## config.mk

```make
export PLATFORM = sky130hd
export DESIGN_NAME = fp16_cmp_arb
export DESIGN_NICKNAME = d
export VERILOG_FILES = /design/src/rtl/fp16_cmp_arb.sv
export SDC_FILE = /design/constraint.sdc
export NUM_CORES = 1
export LEC_CHECK = 0
export CAP_MARGIN = 20
export CELL_PAD_IN_SITES_DETAIL_PLACEMENT = 0
export CELL_PAD_IN_SITES_GLOBAL_PLACEMENT = 1
export CORE_ASPECT_RATIO = 0.9
export CORE_MARGIN = 2
export CORE_UTILIZATION = 29
export CTS_CLUSTER_DIAMETER = 120
export DETAILED_ROUTE_END_ITERATION = 10
export GPL_TIMING_DRIVEN = 1
export PLACE_DENSITY_LB_ADDON = 0.1
export SKIP_LAST_GASP = 1
export SYNTH_ARGS = -nofsm -noshare
export SYNTH_HDL_FRONTEND = slang
export SYNTH_SLANG_ARGS = --single-unit
```

## constraint.sdc

```tcl
create_clock -name clk -period 7 [get_ports clk]
set_input_delay 1.4 -clock clk [delete_from_list [all_inputs] [get_ports clk]]
set_output_delay 1.4 -clock clk [all_outputs]
set_load 0.05 [all_outputs]
```

## src/rtl/fp16_cmp_arb.sv

```systemverilog
// fp16_cmp_arb: round-robin arbiter sharing one combinational fp16 comparator
// among NUM_REQ requesters. The winning requester's compare result is
// registered with its ID in a one-entry output slot (valid/ready). A
// saturating counter tracks how many unordered (NaN) results were accepted.
//
// Ports:
//   clk, rst              clock, synchronous active-high reset
//   req_valid[NUM_REQ]    per-requester request valid
//   req_a/req_b           packed operands, requester i at [16*i+15:16*i]
//   req_ready[NUM_REQ]    one-hot grant (transfer = req_valid & req_ready)
//   rsp_valid/rsp_ready   output slot handshake
//   rsp_id                requester that owns the slot result
//   rsp_lt/eq/gt/unord    compare result (exactly one set)
//   unord_cnt             saturating count of accepted unordered results

// Combinational IEEE half-precision compare.
module fp16_cmp (
    input  logic [15:0] a,
    input  logic [15:0] b,
    output logic        lt,
    output logic        eq,
    output logic        gt,
    output logic        unord
);
    logic a_nan, b_nan, both_zero, mag_lt;

    assign a_nan     = (a[14:10] == 5'h1F) && (a[9:0] != 10'd0);
    assign b_nan     = (b[14:10] == 5'h1F) && (b[9:0] != 10'd0);
    assign both_zero = (a[14:0] == 15'd0) && (b[14:0] == 15'd0);
    assign mag_lt    = a[14:0] < b[14:0];

    always_comb begin
        lt    = 1'b0;
        eq    = 1'b0;
        gt    = 1'b0;
        unord = 1'b0;
        if (a_nan || b_nan) begin
            unord = 1'b1;
        end else if (both_zero || (a == b)) begin
            eq = 1'b1;
        end else if (a[15] != b[15]) begin
            // Signs differ and not both zero: the positive one is larger.
            gt = ~a[15];
            lt = a[15];
        end else if (!a[15]) begin
            lt = mag_lt;
            gt = ~mag_lt;
        end else begin
            // Both negative: larger magnitude is the smaller value.
            lt = ~mag_lt;
            gt = mag_lt;
        end
    end
endmodule

module fp16_cmp_arb #(
    parameter int NUM_REQ = 4,
    parameter int ID_W    = 2,
    parameter int CNT_W   = 16
) (
    input  logic                   clk,
    input  logic                   rst,
    input  logic [NUM_REQ-1:0]     req_valid,
    input  logic [16*NUM_REQ-1:0]  req_a,
    input  logic [16*NUM_REQ-1:0]  req_b,
    output logic [NUM_REQ-1:0]     req_ready,
    output logic                   rsp_valid,
    input  logic                   rsp_ready,
    output logic [ID_W-1:0]        rsp_id,
    output logic                   rsp_lt,
    output logic                   rsp_eq,
    output logic                   rsp_gt,
    output logic                   rsp_unord,
    output logic [CNT_W-1:0]       unord_cnt
);
    logic [ID_W-1:0]    rr_ptr;
    logic [ID_W-1:0]    gnt_idx;
    logic [NUM_REQ-1:0] grant;
    logic [ID_W:0]      scan;
    logic               found;
    logic               slot_free;
    logic               xfer;
    logic [15:0]        a_sel, b_sel;
    logic               c_lt, c_eq, c_gt, c_unord;

    assign slot_free = !rsp_valid || rsp_ready;

    // Scan from rr_ptr upward, wrapping at NUM_REQ; first valid wins.
    // scan is one bit wider than rr_ptr so the sum cannot overflow.
    always_comb begin
        grant   = '0;
        gnt_idx = '0;
        found   = 1'b0;
        scan    = '0;
        if (!rst && slot_free) begin
            for (int k = 0; k < NUM_REQ; k++) begin
                scan = {1'b0, rr_ptr} + (ID_W+1)'(k);
                if (scan >= (ID_W+1)'(NUM_REQ))
                    scan = scan - (ID_W+1)'(NUM_REQ);
                if (!found && req_valid[scan[ID_W-1:0]]) begin
                    found                 = 1'b1;
                    gnt_idx               = scan[ID_W-1:0];
                    grant[scan[ID_W-1:0]] = 1'b1;
                end
            end
        end
    end

    assign req_ready = grant;
    assign xfer      = found;

    // One-hot operand mux into the shared comparator.
    always_comb begin
        a_sel = '0;
        b_sel = '0;
        for (int i = 0; i < NUM_REQ; i++) begin
            if (grant[i]) begin
                a_sel = req_a[16*i +: 16];
                b_sel = req_b[16*i +: 16];
            end
        end
    end

    fp16_cmp u_cmp (
        .a     (a_sel),
        .b     (b_sel),
        .lt    (c_lt),
        .eq    (c_eq),
        .gt    (c_gt),
        .unord (c_unord)
    );

    always_ff @(posedge clk) begin
        if (rst) begin
            rsp_valid <= 1'b0;
            rsp_id    <= '0;
            rsp_lt    <= 1'b0;
            rsp_eq    <= 1'b0;
            rsp_gt    <= 1'b0;
            rsp_unord <= 1'b0;
            unord_cnt <= '0;
            rr_ptr    <= '0;
        end else begin
            if (xfer) begin
                // Covers both an empty slot and drain+load in the same cycle.
                rsp_valid <= 1'b1;
                rsp_id    <= gnt_idx;
                rsp_lt    <= c_lt;
                rsp_eq    <= c_eq;
                rsp_gt    <= c_gt;
                rsp_unord <= c_unord;
                rr_ptr    <= (gnt_idx == ID_W'(NUM_REQ-1)) ? '0 : gnt_idx + 1'b1;
                if (c_unord && (unord_cnt != {CNT_W{1'b1}}))
                    unord_cnt <= unord_cnt + 1'b1;
            end else if (rsp_ready) begin
                rsp_valid <= 1'b0;
            end
        end
    end
endmodule

```

==> impl_metrics.json, run 1 <==
{
  "postCtsSetupBuffers": 0,
  "grt_start_max_net_pins": 44,
  "fin_crit_sh": 0.890,
  "hold_depth": 2,
  "initial_utilization": 0.293,
  "netSwitchingFraction": 0.512,
  "max_stage_delay_ns": 0.66,
  "ir_drop_mv": 0.139,
  "r2r.worst_path.cells": 18,
  "grt_antenna_before_repair": 0,
  "worstPathMaxFanout": 12,
  "cts-buffers-inserted": 3,
  "first_pass_iters": 5,
  "fin_nets": 767,
  "clkPwrFrac": 0.081,
  "p_per_area_nw_per_um2": 296,
  "path_delay_family": "simple AND/OR/NAND/NOR gates",
  "p_comb_frac": 0.807,
  "synth.ff_latch_count": 25,
  "path_depth": 17,
  "cpMaxStageDelayCell": "mux4_2",
  "die_h_um": 108,
  "syn-cell-area_sq_um": 3500,
  "die_x_um": 120,
  "crit_top_cell": "nand3_1",
  "cp-end-kind": "register",
  "drive_above_1_share": 0.0721,
  "ios": 162,
  "core_sq_um": 11900,
  "async_flop_share": 0,
  "ys.flop_type": "dfxtp_1",
  "worstHoldPathType": "register to register",
  "ctsHtreeMaxLevel": 1,
  "drc": 0,
  "hold_viol_final": 0,
  "critPathBufInv": 1,
  "yosysSeqAreaShare": 0.143,
  "dp_cells": 766,
  "wirelength_mm": 14.5,
  "area_delta_synth_final_pct": 52.1,
  "hpwl_mm": 11.9,
  "die_area_sq_um": 13000,
  "finClkSkew_ns": 0.00456,
  "clock_sinks": 25,
  "fin_tns_setup_ns": 0,
  "clk_latency_ns": 0.26,
  "clockRootBuffer": "clkbuf_16",
  "maxSlewHeadroom": 0.374,
  "gr-total-overflow": 0,
  "tightest_slew_ns": 0.939,
  "via_per_inst": 5.46,
  "ys_types": 71,
  "wl_per_cell_um": 18.9,
  "p_seq_frac": 0.111,
  "crit_path_start_kind": "input pin",
  "hold_buffers": 0,
  "numPortBuffers": 161,
  "postSynthCellCount": 466,
  "p_int_w": 0.000771,
  "drt_iter0_drc": 285,
  "synth-edff-count": 0,
  "clkTransAtPathRegs_ns": 0.06,
  "grt_first_pass_wirelength_mm": 22.8,
  "status": "complete, no violations",
  "layout_common_cells": "clkdlybuf4s50_1, nand2_1, nor2_1, o21ai_0, dfxtp_1",
  "design_area_sq_um": 5330,
  "fp-row-count": 38,
  "fillers": 1226,
  "ant_nets": 0,
  "yosysWarnings": 0,
  "final_common_cell": "clkdlybuf4s50_1",
  "critPathKind": "input pin to register",
  "final.min_clock_period_ns": 6.23,
  "gp_congestion": 0.909,
  "clockBufferDepth": 2,
  "rsz0062_at_grt": "false",
  "syn_nets": 622,
  "power_switching_w": 0.000809,
  "antennaDiodeCount": 0,
  "grt_util_all_layers": 0.222,
  "crit_arrival_ns": 6.39,
  "cts_tree": "done",
  "cap_violations": 0,
  "crit_chain": "clkdlybuf4s50_1, mux4_2, or4b_4, nor2_4, o2bb2ai_2, and2_1, a221oi_1, a2bb2oi_1, ha_1, nand3_1, nor2_1, nand3_1, a211oi_1, nand2_1, a2111oi_2, nor3_1, a22o_1",
  "fin_cells": 770,
  "leakagePower_nw": 1.89,
  "syn_avg_cell_area_sq_um": 7.52,
  "placed_area_sq_um": 5250,
  "vias": 4206,
  "ctsResizeCount": 0,
  "whs_ns": 0.457,
  "grt_pass1_vias": 4135,
  "worstPathRequired_ns": 7.16,
  "slew_violations": 0,
  "fmax_mhz": 161,
  "finalSetupViolCount": 0
}
per-stage QoR:
step | setup slack, ns | power [W] | utilization
final | 0.770 | 0.00158 | 0.446
after detailed placement | 0.448 | 0.00146 | 0.440
after global routing | 0.320 | 0.00174 | 0.446
after CTS | 0.717 | 0.00159 | 0.446
after floorplan | 0.857 | 0.00109 | -
after global placement | 0.516 | 0.00144 | 0.440
registers in the layout (all words and copies together) (netlist names):
register	cells
rsp_valid	1
rr_ptr	2
rsp_lt	1
rsp_unord	1
rsp_gt	1
rsp_id	2
unord_cnt	16
rsp_eq	1
area by class of cell:
| cell class | instances | area [sq um] | area share |
|---|---|---|---|
| Multi-Input combinational cell | 393 | 2790 | 0.524 |
| Timing Repair Buffer | 172 | 1690 | 0.318 |
| Sequential cell | 25 | 500 | 0.0939 |
| Tap cell | 160 | 200 | 0.0376 |
| Clock buffer | 4 | 78.8 | 0.0148 |
| Inverter | 16 | 60.1 | 0.0113 |
per-layer routing:
layer | global-route usage | part of all wire
met3 | 0.0243 | 0.048
met5 | 0 | 0
met2 | 0.386 | 0.47
met1 | 0.300 | 0.46
met4 | 0.0403 | 0.017
power by group through the flow:
stage,registers (W),clock network (W),logic [W]
after floorplan,0.000214,0,0.000881
after global placement,0.000179,0,0.00127
after detailed placement,0.000179,0,0.00128
after CTS,0.000177,0.000134,0.00128
after global routing,0.000179,0.000138,0.00143
final,0.000176,0.000129,0.00127
synth_stat cells (3+ instances only):
library cell | n | area [sq um]
xnor2_1 | 16 | 140
a32oi_1 | 18 | 158
inv_1 | 14 | 52.6
nor2_1 | 43 | 161
a31oi_1 | 6 | 37.5
a21o_1 | 5 | 37.5
a21oi_1 | 21 | 105
buf_6 | 3 | 33.8
mux4_2 | 4 | 90.1
buf_4 | 3 | 22.5
o221ai_1 | 3 | 26.3
a2bb2oi_1 | 5 | 43.8
nand2b_1 | 12 | 75.1
a211oi_1 | 11 | 82.6
buf_2 | 9 | 45.0
and2_1 | 5 | 31.3
dfxtp_1 | 25 | 500
nand2_1 | 61 | 229
clkbuf_1 | 15 | 56.3
nor4_1 | 5 | 31.3
nor2b_1 | 3 | 18.8
a221o_1 | 8 | 80.1
nand3_1 | 20 | 100
ha_1 | 21 | 263
and3_1 | 3 | 18.8
o211ai_1 | 3 | 22.5
o21ai_0 | 32 | 160
mux2_2 | 3 | 33.8
nor3_1 | 9 | 45.0
a221oi_1 | 8 | 70.1
a22oi_1 | 3 | 22.5
mux2i_1 | 11 | 110
a2111oi_2 | 7 | 105
kinds of logic after synthesis:
logic type	after synthesis	share of synthesized area
buffers and inverters	48	0.0643
and+or+nand+nor	171	0.229
adders and majority gates	22	0.0779
AOI/OAI and AO/OA	164	0.374
DFF	25	0.143
muxes	18	0.0668
xor gates and xnor gates	18	0.0450
tightest hold or removal path, stage by stage, from the launching register on:
cell and delay (ns):
dfxtp_1 0.33, nand2_1 0.06, o41ai_2 0.04
path summary, 6_finish.rpt:
path                     startpoint                   to  slack [ns]
max reg2reg  rr_ptr[1]$_SDFFE_PP0P_  rsp_gt$_SDFFE_PP0P_        1.10
max                    req_valid[3]  rsp_gt$_SDFFE_PP0P_        0.77
min reg2reg     rsp_lt$_SDFFE_PP0P_  rsp_lt$_SDFFE_PP0P_        0.46
min             rsp_lt$_SDFFE_PP0P_  rsp_lt$_SDFFE_PP0P_        0.46
(Power assumes the default switching activity.)
==> run 2: changes to the inputs <==
--- a/config.mk
+++ b/config.mk
@@ -5,6 +5,7 @@
 export SDC_FILE = /design/constraint.sdc
 export NUM_CORES = 1
 export LEC_CHECK = 0
+export ABC_AREA = 0
 export CAP_MARGIN = 20
 export CELL_PAD_IN_SITES_DETAIL_PLACEMENT = 0
 export CELL_PAD_IN_SITES_GLOBAL_PLACEMENT = 1
@@ -16,6 +17,7 @@
 export GPL_TIMING_DRIVEN = 1
 export PLACE_DENSITY_LB_ADDON = 0.1
 export SKIP_LAST_GASP = 1
+export SLEW_MARGIN = 25
 export SYNTH_ARGS = -nofsm -noshare
 export SYNTH_HDL_FRONTEND = slang
 export SYNTH_SLANG_ARGS = --single-unit
==> results of run 2 <==
Same layout as run 1: the final DEF is identical, and so are final timing and power.
==> run 3: changes to the inputs <==
--- a/config.mk
+++ b/config.mk
@@ -14,6 +14,7 @@
 export CORE_UTILIZATION = 29
 export CTS_CLUSTER_DIAMETER = 120
 export DETAILED_ROUTE_END_ITERATION = 10
+export GPL_ROUTABILITY_DRIVEN = 0
 export GPL_TIMING_DRIVEN = 1
 export PLACE_DENSITY_LB_ADDON = 0.1
 export SKIP_LAST_GASP = 1
==> results of run 3 <==
Same layout as run 1: the final DEF is identical, and so are final timing and power.
